===== src/rtl/fifo_pkg.sv =====
// Shared constants and elaboration-time checks for the FIFO controller.
package fifo_pkg;

    // Occupancy needs one bit more than the address to represent DEPTH itself.
    function automatic int count_width(input int addr);
        return addr + 1;
    endfunction

    // The pointer wrap arithmetic only works when DEPTH fills the address space.
    function automatic bit depth_ok(input int depth, input int addr);
        return (addr > 0) && (depth == (1 << addr));
    endfunction

    // Threshold ranges: almost_full in 1..DEPTH, almost_empty in 0..DEPTH-1.
    function automatic bit levels_ok(input int depth, input int af_level, input int ae_level);
        return (af_level >= 1) && (af_level <= depth) &&
               (ae_level >= 0) && (ae_level <= depth - 1);
    endfunction

endpackage


===== src/rtl/fifo_ptr.sv =====
// FIFO pointer: ADDR+1 bit counter (address plus wrap bit) with increment enable.
module fifo_ptr #(
    parameter int ADDR = 10
) (
    input  logic            clk,
    input  logic            rst,
    input  logic            inc_i,
    output logic [ADDR-1:0] addr_o
);

    logic [ADDR:0] ptr_q;
    logic [ADDR:0] ptr_d;

    // Next pointer: advance by one, wrapping modulo 2**(ADDR+1).
    always_comb begin
        // NOTE: default assignment first so no path leaves ptr_d unassigned (no latch).
        ptr_d = ptr_q;
        if (inc_i) begin
            ptr_d = ptr_q + (ADDR+1)'(1);
        end
    end

    // Pointer register with synchronous reset.
    always_ff @(posedge clk) begin
        // NOTE: non-blocking assignments for state so all flops update from pre-edge values.
        if (rst) begin
            ptr_q <= '0;
        end else begin
            ptr_q <= ptr_d;
        end
    end

    assign addr_o = ptr_q[ADDR-1:0];

endmodule


===== src/rtl/fifo_ctrl.sv =====
// Single-clock FIFO controller: pointers, occupancy, status flags, sticky errors.
module fifo_ctrl
    import fifo_pkg::*;
#(
    parameter int DEPTH    = 1024,
    parameter int ADDR     = 10,
    parameter int AF_LEVEL = 1020,
    parameter int AE_LEVEL = 4
) (
    input  logic                        clk,
    input  logic                        rst,
    input  logic                        wr_req,
    input  logic                        rd_req,
    output logic                        mem_wr_en,
    output logic [ADDR-1:0]             mem_wr_addr,
    output logic                        mem_rd_en,
    output logic [ADDR-1:0]             mem_rd_addr,
    output logic                        rd_valid,
    output logic                        full,
    output logic                        empty,
    output logic                        almost_full,
    output logic                        almost_empty,
    output logic [count_width(ADDR)-1:0] count,
    output logic                        overflow,
    output logic                        underflow
);

    localparam int CW = count_width(ADDR);
    localparam logic [CW-1:0] DEPTH_C = CW'(DEPTH);
    localparam logic [CW-1:0] AF_C    = CW'(AF_LEVEL);
    localparam logic [CW-1:0] AE_C    = CW'(AE_LEVEL);

    if (!depth_ok(DEPTH, ADDR)) begin : g_bad_depth
        $error("fifo_ctrl: DEPTH must equal 2**ADDR");
    end
    if (!levels_ok(DEPTH, AF_LEVEL, AE_LEVEL)) begin : g_bad_levels
        $error("fifo_ctrl: AF_LEVEL or AE_LEVEL out of range");
    end

    logic          wr_acc;
    logic          rd_acc;
    logic [CW-1:0] count_q;
    logic [CW-1:0] count_d;
    logic          full_q;
    logic          empty_q;
    logic          af_q;
    logic          ae_q;
    logic          rd_valid_q;
    logic          overflow_q;
    logic          underflow_q;

    // Accept decisions use only registered flags, so there is no fall-through path.
    assign wr_acc = wr_req & ~full_q;
    assign rd_acc = rd_req & ~empty_q;

    assign mem_wr_en = wr_acc;
    assign mem_rd_en = rd_acc;

    fifo_ptr #(.ADDR(ADDR)) u_wr_ptr (
        .clk    (clk),
        .rst    (rst),
        .inc_i  (wr_acc),
        .addr_o (mem_wr_addr)
    );

    fifo_ptr #(.ADDR(ADDR)) u_rd_ptr (
        .clk    (clk),
        .rst    (rst),
        .inc_i  (rd_acc),
        .addr_o (mem_rd_addr)
    );

    // Next occupancy; the accept rules keep it within 0..DEPTH.
    assign count_d = count_q + {{(CW-1){1'b0}}, wr_acc} - {{(CW-1){1'b0}}, rd_acc};

    // Occupancy, flags derived from next occupancy, read-valid and sticky errors.
    always_ff @(posedge clk) begin
        if (rst) begin
            count_q     <= '0;
            full_q      <= 1'b0;
            empty_q     <= 1'b1;
            af_q        <= 1'b0;
            ae_q        <= 1'b1;
            rd_valid_q  <= 1'b0;
            overflow_q  <= 1'b0;
            underflow_q <= 1'b0;
        end else begin
            count_q     <= count_d;
            full_q      <= (count_d == DEPTH_C);
            empty_q     <= (count_d == '0);
            af_q        <= (count_d >= AF_C);
            ae_q        <= (count_d <= AE_C);
            rd_valid_q  <= rd_acc;
            overflow_q  <= overflow_q | (wr_req & full_q);
            underflow_q <= underflow_q | (rd_req & empty_q);
        end
    end

    assign count        = count_q;
    assign full         = full_q;
    assign empty        = empty_q;
    assign almost_full  = af_q;
    assign almost_empty = ae_q;
    assign rd_valid     = rd_valid_q;
    assign overflow     = overflow_q;
    assign underflow    = underflow_q;

endmodule


===== config.mk =====
export PLATFORM = sky130hd
export DESIGN_NAME = fifo_ctrl
export DESIGN_NICKNAME = d
export VERILOG_FILES = /design/src/rtl/fifo_pkg.sv /design/src/rtl/fifo_ptr.sv /design/src/rtl/fifo_ctrl.sv
export SDC_FILE = /design/constraint.sdc
export NUM_CORES = 1
export LEC_CHECK = 0
export CAP_MARGIN = 15
export CELL_PAD_IN_SITES_DETAIL_PLACEMENT = 0
export CELL_PAD_IN_SITES_GLOBAL_PLACEMENT = 1
export CORE_MARGIN = 1
export CORE_UTILIZATION = 40
export DETAILED_ROUTE_END_ITERATION = 16
export GPL_TIMING_DRIVEN = 0
export HOLD_SLACK_MARGIN = 0.1
export MAX_ROUTING_LAYER = met4
export PLACE_DENSITY_LB_ADDON = 0.1
export SLEW_MARGIN = 20
export SYNTH_ARGS = -nofsm -noshare
export SYNTH_HDL_FRONTEND = slang
export SYNTH_SLANG_ARGS = --single-unit

===== constraint.sdc =====
create_clock -name clk -period 5.2 [get_ports clk]
set_input_delay 0.78 -clock clk [delete_from_list [all_inputs] [get_ports clk]]
set_output_delay 0.78 -clock clk [all_outputs]
set_load 0.05 [all_outputs]

=== Word level (Yosys, flattened, before mapping) ===
Cells that the tools add are included.

* Add/subtract/negate cells: 4
* Order comparisons: 2
* Eq/ne operators: 1
* Bitwise gates (word level): 8
* Reduce and logical (&&, ||, !) cells: 1

{| class="wikitable"
|+ Operators with widths
! kind !! count
|-
| adder 11 x 1 -> 11 bit, second input constant || 2
|-
| adder 11 x 1 -> 11 bit || 1
|-
| equality test 11 bit, second input constant || 1
|-
| greater-or-equal comparator 11 x 10 -> 1 bit, second input constant || 1
|-
| less-or-equal comparator 11 x 3 -> 1 bit, second input constant || 1
|-
| logical NOT 11 bit || 1
|-
| subtractor 11 x 1 -> 11 bit || 1
|-
| bitwise AND 1 bit || 4
|-
| NOT 1 bit || 2
|-
| OR 1 bit || 2
|}

* Register bits: 40

=== Longest topological paths before layout ===
Gate-level depths: netlist (run 1).

* Depth after elaboration: 5
* Depth in mapped cells: 13
* Depth with buffers taken out: 12

=== Modules after synthesis ===
From an unflattened synthesis (run 1), not the netlist that was laid out.

* Cells, all modules: 231
* Area total of the unflattened synthesis: 2062.0 um^2

{| class="wikitable"
|+ Modules (own cells, without submodules)
! module !! instances !! cells each !! area an instance (um^2)
|-
| fifo_ctrl || 1 || 137 || 1188.6
|-
| fifo_ptr || 2 || 47 || 436.7
|}

=== Least setup slack after synthesis (run 1) ===
No wires, ideal clock.

* Kind: input port to flip-flop
* From: in rd_req
* To: reg ae_q (netlist: almost_empty)
* Arrival: 3795 ps
* Required time: 5104 ps
* Setup slack: 1309 ps
* Cell stages on the path: 13
* Buffers on the path: 1
* Path through: nor2b_1 -> clkbuf_1 -> ha_1 -> inv_1 -> ha_1 -> inv_1 -> fa_1 -> nor2b_1 -> o21ai_1 -> o211a_1 -> mux2i_1 -> or2_2 -> o41ai_2

* Longest elaborated chain between the ends: 3

{| class="wikitable"
|+ RTL lines
! item !! line !! text
|-
| start, declared || fifo_ctrl.sv:13 || <nowiki>input logic rd_req,</nowiki>
|-
| bitwise AND 1 bit || fifo_ctrl.sv:54 || <nowiki>assign rd_acc = rd_req & ~empty_q;</nowiki>
|-
| named net mem_rd_en || fifo_ctrl.sv:16 || <nowiki>output logic mem_rd_en,</nowiki>
|-
| subtractor 11 x 1 -> 11 bit || fifo_ctrl.sv:74 || <nowiki>assign count_d = count_q + {{(CW-1){1'b0}}, wr_acc} - {{(CW-1){1'b0}}, rd_acc};</nowiki>
|-
| less-or-equal comparator 11 x 3 -> 1 bit || fifo_ctrl.sv:92 || <nowiki>ae_q <= (count_d <= AE_C);</nowiki>
|-
| end signal, assigned || fifo_ctrl.sv:92 ||
|-
| end, declared || fifo_ctrl.sv:47 || <nowiki>logic ae_q;</nowiki>
|}

The timed path passes the listed nets, and every way through them passes these cells.
A chain may end at the register's enable or synchronous reset.

=== Worst setup path in the final report (run 1) ===
* From: in rd_req
* To: reg ae_q (netlist: almost_empty)

* Longest elaborated chain between the ends: 3

{| class="wikitable"
|+ RTL lines
! item !! line
|-
| bitwise AND 1 bit || fifo_ctrl.sv:54
|-
| subtractor 11 x 1 -> 11 bit || fifo_ctrl.sv:74
|-
| less-or-equal comparator 11 x 3 -> 1 bit || fifo_ctrl.sv:92
|}

No other way between the ends.

==> results of run 1 <==
## state kept, by name, summed over array words and instances (netlist names)
signal          count
u_wr_ptr.ptr_q     10
full                1
rd_valid            1
empty               1
almost_full         1
overflow            1
almost_empty        1
u_rd_ptr.ptr_q     10
underflow           1
count              11
## area by class of cell
cell class,count,share of cell area (%)
plain buffers,8,1.15
clock buffers,7,2.92
clock inverters,1,1.15
inverters,19,2.73
multi-input cells,163,43.2
flip-flops and latches,38,29.1
well taps,67,3.21
repair buffers,43,16.5
## placed cells by master (no fill, tap or decap), types with 8 or more instances in the layout
master,count
and3_1,8
nand3_1,8
xor2_1,19
nand2_1,12
nor2_1,33
inv_1,19
clkdlybuf4s50_1,43
clkbuf_1,10
ha_1,13
dfxtp_1,38
## final timing paths
path / startpoint / endpoint / slack (ns) / cells after the start
worst max-delay path: rd_req / almost_empty / 1.17 / 14
worst min-delay path: overflow / overflow / 0.48 / 2
worst max register to register: empty / almost_empty / 1.83 / 13
worst min register to register: overflow / overflow / 0.48 / 2
## cells by family (layout without fill, tap and decap cells)
logic type / after synthesis / in the layout / share of synthesized area (%)
AOI/OAI and AO/OA: 32 / 32 / 12.5
xor gates and xnor gates: 25 / 25 / 11.0
adders and majority gates: 14 / 14 / 9.18
buffers and inverters: 27 / 78 / 5.09
DFF: 38 / 38 / 38.2
muxes: 3 / 3 / 1.51
and+or+nand+nor: 89 / 89 / 22.5
## power by group
part           switching, mW  internal, mW  total [mW]
registers             0.0319         0.338       0.369
logic                  0.632         0.374        1.01
clock network          0.101         0.144       0.245
## worst max-delay path, stage by stage
cell             delay, ns
clkdlybuf4s50_1       0.48
nor2b_1               0.13
clkbuf_1              0.41
ha_1                  0.32
inv_1                 0.06
ha_1                  0.16
inv_1                 0.05
fa_1                  0.40
nor2b_1               0.26
o21ai_1               0.12
o211a_1               0.28
xor2_1                0.30
nand4_2               0.19
o41ai_2               0.28
## metal layers
layer,part of all wire (%),global-route usage (%),vias up
met5,0,-,-
li1,-,-,882
met3,5.7,4.44,2
met1,52,24.9,744
met2,42,23.4,44
met4,0.41,3.05,0
==> run_results.csv, run 1 <==
group,metric,value,unit
sta,tns,0,ns
yosys,synthCells,228,
yosys,synth-seq-cells,38,
sta,period_share,77.5,%
sta,fmax,248,MHz
yosys,synth.most_common_cell,"dfxtp_1",
worst_hold_path,hold_class,"register to register",
yosys,async_flop_share,0,%
detailed_routing,detail_route.wl_per_cell,11.9,um
detailed_routing,drt-initial-drc-count,90,
job,maxCapViolCount,0,
detailed_routing,drt-total-wl,4.11,mm
power_and_ir_drop,p_leak,1.11,nW
sta,drv_slew,0,
sta,worst_pin_slew,0.573,ns
yosys,synthTopCellsByCount,"dfxtp_1, nor2_1, inv_1, xor2_1, ha_1",
cells_and_area,diodes,0,
sta,relSlewSlack,61.8,%
sta,period_minus_slack,4.03,ns
die,rows,25,
setup_path,crit_type,"input pin to register",
cells_and_area,drive_above_1_share,5.38,%
outcome,status,"finished clean",
yosys,yosys_warnings,0,
die,fp.coreArea,0.00475,sq mm
cells_and_area,final_cells,346,
global_route,grt_pass1_vias,1445,
die,die-height,72.5,um
yosys,yosysSeqAreaShare,38.2,%
cells_and_area,fin_area,0.00261,sq mm
yosys,synth_edf_count,0,
cts,cts_tree,"yes",
setup_path,cp.required,5.39,ns
place,hpwlAfterDp,2.97,mm
detailed_routing,drtPass1Iterations,4,
global_route,grt_max_degree,12,
die,die_x,72.5,um
detailed_routing,postRouteAntennaNets,0,
global_route,grt_antenna_before_repair,0,
sta,fin_skew,0.00597,ns
detailed_routing,num_vias,1672,
place,dpl_cell_area,0.00250,sq mm
power_and_ir_drop,finalPower,1.62,mW
sta,whs,0.477,ns
sta,setup_viol,0,
cells_and_area,final_core_util,54.9,%
setup_path,critPathCaptureType,"register",
setup_path,cp-start-kind,"input pin",
global_route,globalRouteTotalUtil,17.0,%
cts,clock-sinks,38,
sta,setup_ws,1.17,ns
yosys,synth-main-ff-cell,"dfxtp_1",
detailed_routing,via_per_inst,4.83,
yosys,syn-num-nets,246,
die,initial_core_util,41.8,%
cells_and_area,regArea,761,sq um
cts,path_clk_slew,0.07,ns
cts,insertion_delay,0.28,ns
power_and_ir_drop,power_density,621,mW/mm^2
yosys,synth_top_cell_area_share,38.2,%
cts,clockBufferDepth,2,
place,gp_congestion,0.820,
cts,cts_setup_buffers,0,
yosys,synth_cell_type_count,43,
cts,h-tree-depth,2,
detailed_routing,drc,0,
global_route,grt_pass1_wl,6.86,mm
cells_and_area,area_growth,31.2,%
yosys,avgSynthCellArea,8.73,sq um
die,ios,44,
sta,hold_violations,0,
setup_path,cp_max_fo,10,
place,place_inst,338,
power_and_ir_drop,ir_drop,483,uV
sta,rsz0062_at_grt,"no",
cts,holdBufCountCts,0,
die,die_area,0.00526,sq mm
place,numPortBuffers,43,
cells_and_area,fill_cells,476,
global_route,overflow,0,
cts,cts_buffers,5,
cts,post_cts_resized,0,
yosys,synth_area_leaders,"dfxtp_1, xor2_1, ha_1",
cells_and_area,fin_nets,296,
cts,cts_root_buf,"clkbuf_8",
place,pre_cts_ws,0.908,ns
setup_path,critPathArrivalTime,4.22,ns
yosys,yosysTopAreaCell,"dfxtp_1",
cells_and_area,multi_input_area,0.00113,sq mm
yosys,synth_area,0.00199,sq mm
Note: power is estimated with default switching activity, not from simulation.
==> inputs of run 2 (changes only) <==
- CORE_UTILIZATION: 40 -> 34
- clock period: 5.2 -> 3.7 ns (I/O delays scaled with it)
==> run_results.csv, run 2 (synthesis results as in run 1) <==
group,metric,value,unit
cts,insertion_delay,0.29,ns
sta,relSlewSlack,62.7,%
place,dpl_cell_area,0.00251,sq mm
detailed_routing,drt-initial-drc-count,95,
setup_path,cp.required,3.90,ns
detailed_routing,drt-total-wl,4.30,mm
power_and_ir_drop,finalPower,2.38,mW
setup_path,slowest_stage,"clkdlybuf4s50_1",
setup_path,cp_max_fo,10,
detailed_routing,via_per_inst,4.72,
power_and_ir_drop,p_int,1.29,mW
worst_hold_path,hold_class,"register to register",
die,fp.coreArea,0.00557,sq mm
outcome,status,"finished clean",
cts,holdBufCountCts,0,
power_and_ir_drop,comb_power_share,59.6,%
setup_path,critPathCaptureType,"register",
power_and_ir_drop,ir_drop,551,uV
die,die-height,78.5,um
detailed_routing,num_vias,1655,
place,numPortBuffers,43,
cts,path_clk_slew,0.08,ns
die,die_x,78.5,um
die,rows,27,
cells_and_area,diodes,0,
power_and_ir_drop,power_density,896,mW/mm^2
cells_and_area,drive_above_1_share,6.81,%
cells_and_area,fin_area,0.00266,sq mm
power_and_ir_drop,clockPowerShare,18.6,%
global_route,grtUsageMet1,20.2,%
setup_path,cp-start-kind,"input pin",
cells_and_area,area_growth,33.5,%
sta,period_minus_slack,3.47,ns
global_route,grtUsageMet2,20.7,%
global_route,grt_max_degree,13,
global_route,grt_use_met3,4.19,%
sta,rsz0062_at_grt,"no",
sta,worst_pin_slew,0.559,ns
setup_path,critPathArrivalTime,3.67,ns
sta,drv_slew,0,
cts,cts_setup_buffers,0,
global_route,overflow,0,
cells_and_area,largest_reg_flops,11,
sta,fmax,288,MHz
cells_and_area,multi_input_area,0.00113,sq mm
power_and_ir_drop,p_leak,1.13,nW
global_route,grt.busiest_layer,"met2",
cts,cts_buffers,5,
cells_and_area,final_cell_mix,"clkdlybuf4s50_1, dfxtp_1, nor2_1, inv_1, xor2_1",
cells_and_area,fill_cells,569,
detailed_routing,drc,0,
sta,whs,0.470,ns
detailed_routing,detail_route.wl_per_cell,12.2,um
place,hpwlAfterDp,3.14,mm
cells_and_area,final_common_cell,"clkdlybuf4s50_1",
setup_path,crit_type,"input pin to register",
cts,h-tree-depth,2,
place,gp_congestion,0.745,
cts,cts_tree,"yes",
cells_and_area,fin_nets,296,
place,place_inst,343,
cells_and_area,regArea,761,sq um
power_and_ir_drop,switchingPower,1.09,mW
cts,clockBufferDepth,2,
job,maxCapViolCount,0,
power_and_ir_drop,power_frac_seq,21.8,%
sta,hold_violations,0,
die,ios,44,
die,die_area,0.00616,sq mm
sta,setup_viol,0,
global_route,grt_antenna_before_repair,0,
setup_path,critical_path.max_stage_delay,0.48,ns
global_route,grt_pass1_wl,6.93,mm
detailed_routing,drtPass1Iterations,4,
cts,cts_root_buf,"clkbuf_8",
detailed_routing,postRouteAntennaNets,0,
sta,fin_skew,0.00360,ns
global_route,grt_pass1_vias,1467,
power_and_ir_drop,switching_share,45.8,%
global_route,globalRouteTotalUtil,14.8,%
setup_path,worstPathCellList,"clkdlybuf4s50_1, nor2b_1, buf_2, ha_1, inv_1, ha_1, inv_1, fa_1, nor2b_2, o21ai_1, o211a_1, mux2i_1, or2_2, o41ai_2",
cells_and_area,final_cells,351,
die,initial_core_util,35.7,%
sta,period_share,93.8,%
cts,clock-sinks,38,
[run 2: changes by cell type in the layout (fill, tap and decap cells not counted), sizes merged]
cell    previous run  this run
clkbuf            15        13
buf                0         1
bufinv             1         2
[run 2: final cells by class]
type	count	area share [%]
Buffer	8	1.18
Tap cell	72	3.39
Clock inverter	2	2.26
Multi-Input combinational cell	163	42.5
Sequential cell	38	28.6
Clock buffer	6	3.11
Inverter	19	2.68
Timing Repair Buffer	43	16.2
[run 2: final timing paths]
| kind | from | to | slack (ns) | cells after the start |
|---|---|---|---|---|
| worst min-delay path | overflow | overflow | 0.47 | 2 |
| worst min register to register | overflow | overflow | 0.47 | 2 |
| worst max-delay path | rd_req | empty | 0.23 | 14 |
| worst max register to register | empty | empty | 0.67 | 13 |
[run 2: repair_timing]
action | CTS | global route
gates resized for setup | 1 | 2
setup endpoints to repair | 4 | 4
cloned | 0 | 0
[run 2: power by group through the flow]
stage	clock network, mW	logic (mW)	registers (mW)
floorplan	0	0.893	0.727
global placement	0	1.42	0.531
detailed placement	0	1.40	0.531
CTS	0.453	1.41	0.522
global route	0.470	1.56	0.533
finish	0.442	1.42	0.520
[run 2: worst max-delay path, delay by kind of cell]
| family | cells | cell delay, ns |
|---|---|---|
| compound gates | 3 | 0.69 |
| simple gates | 3 | 0.64 |
| buf+inv | 4 | 0.81 |
| fa+ha+maj | 3 | 0.83 |
| mux | 1 | 0.14 |
[run 2: metrics by stage]
step | setup TNS, ns | util [%] | worst slack, ns
floorplan | 0 | - | 0.0342
global placement | -1.62 | 45.0 | -0.416
finish | 0 | 47.7 | 0.230
CTS | 0 | 47.6 | 0.123
global route | 0 | 47.7 | 0.0253
detailed placement | -1.38 | 45.0 | -0.360
[run 2: layer usage]
layer / routed length, um / vias to the layer above
li1: - / 881
met1: 2310 / 734
met2: 1740 / 34
met3: 200 / 6
met4: 54 / 0
met5: 0 / -
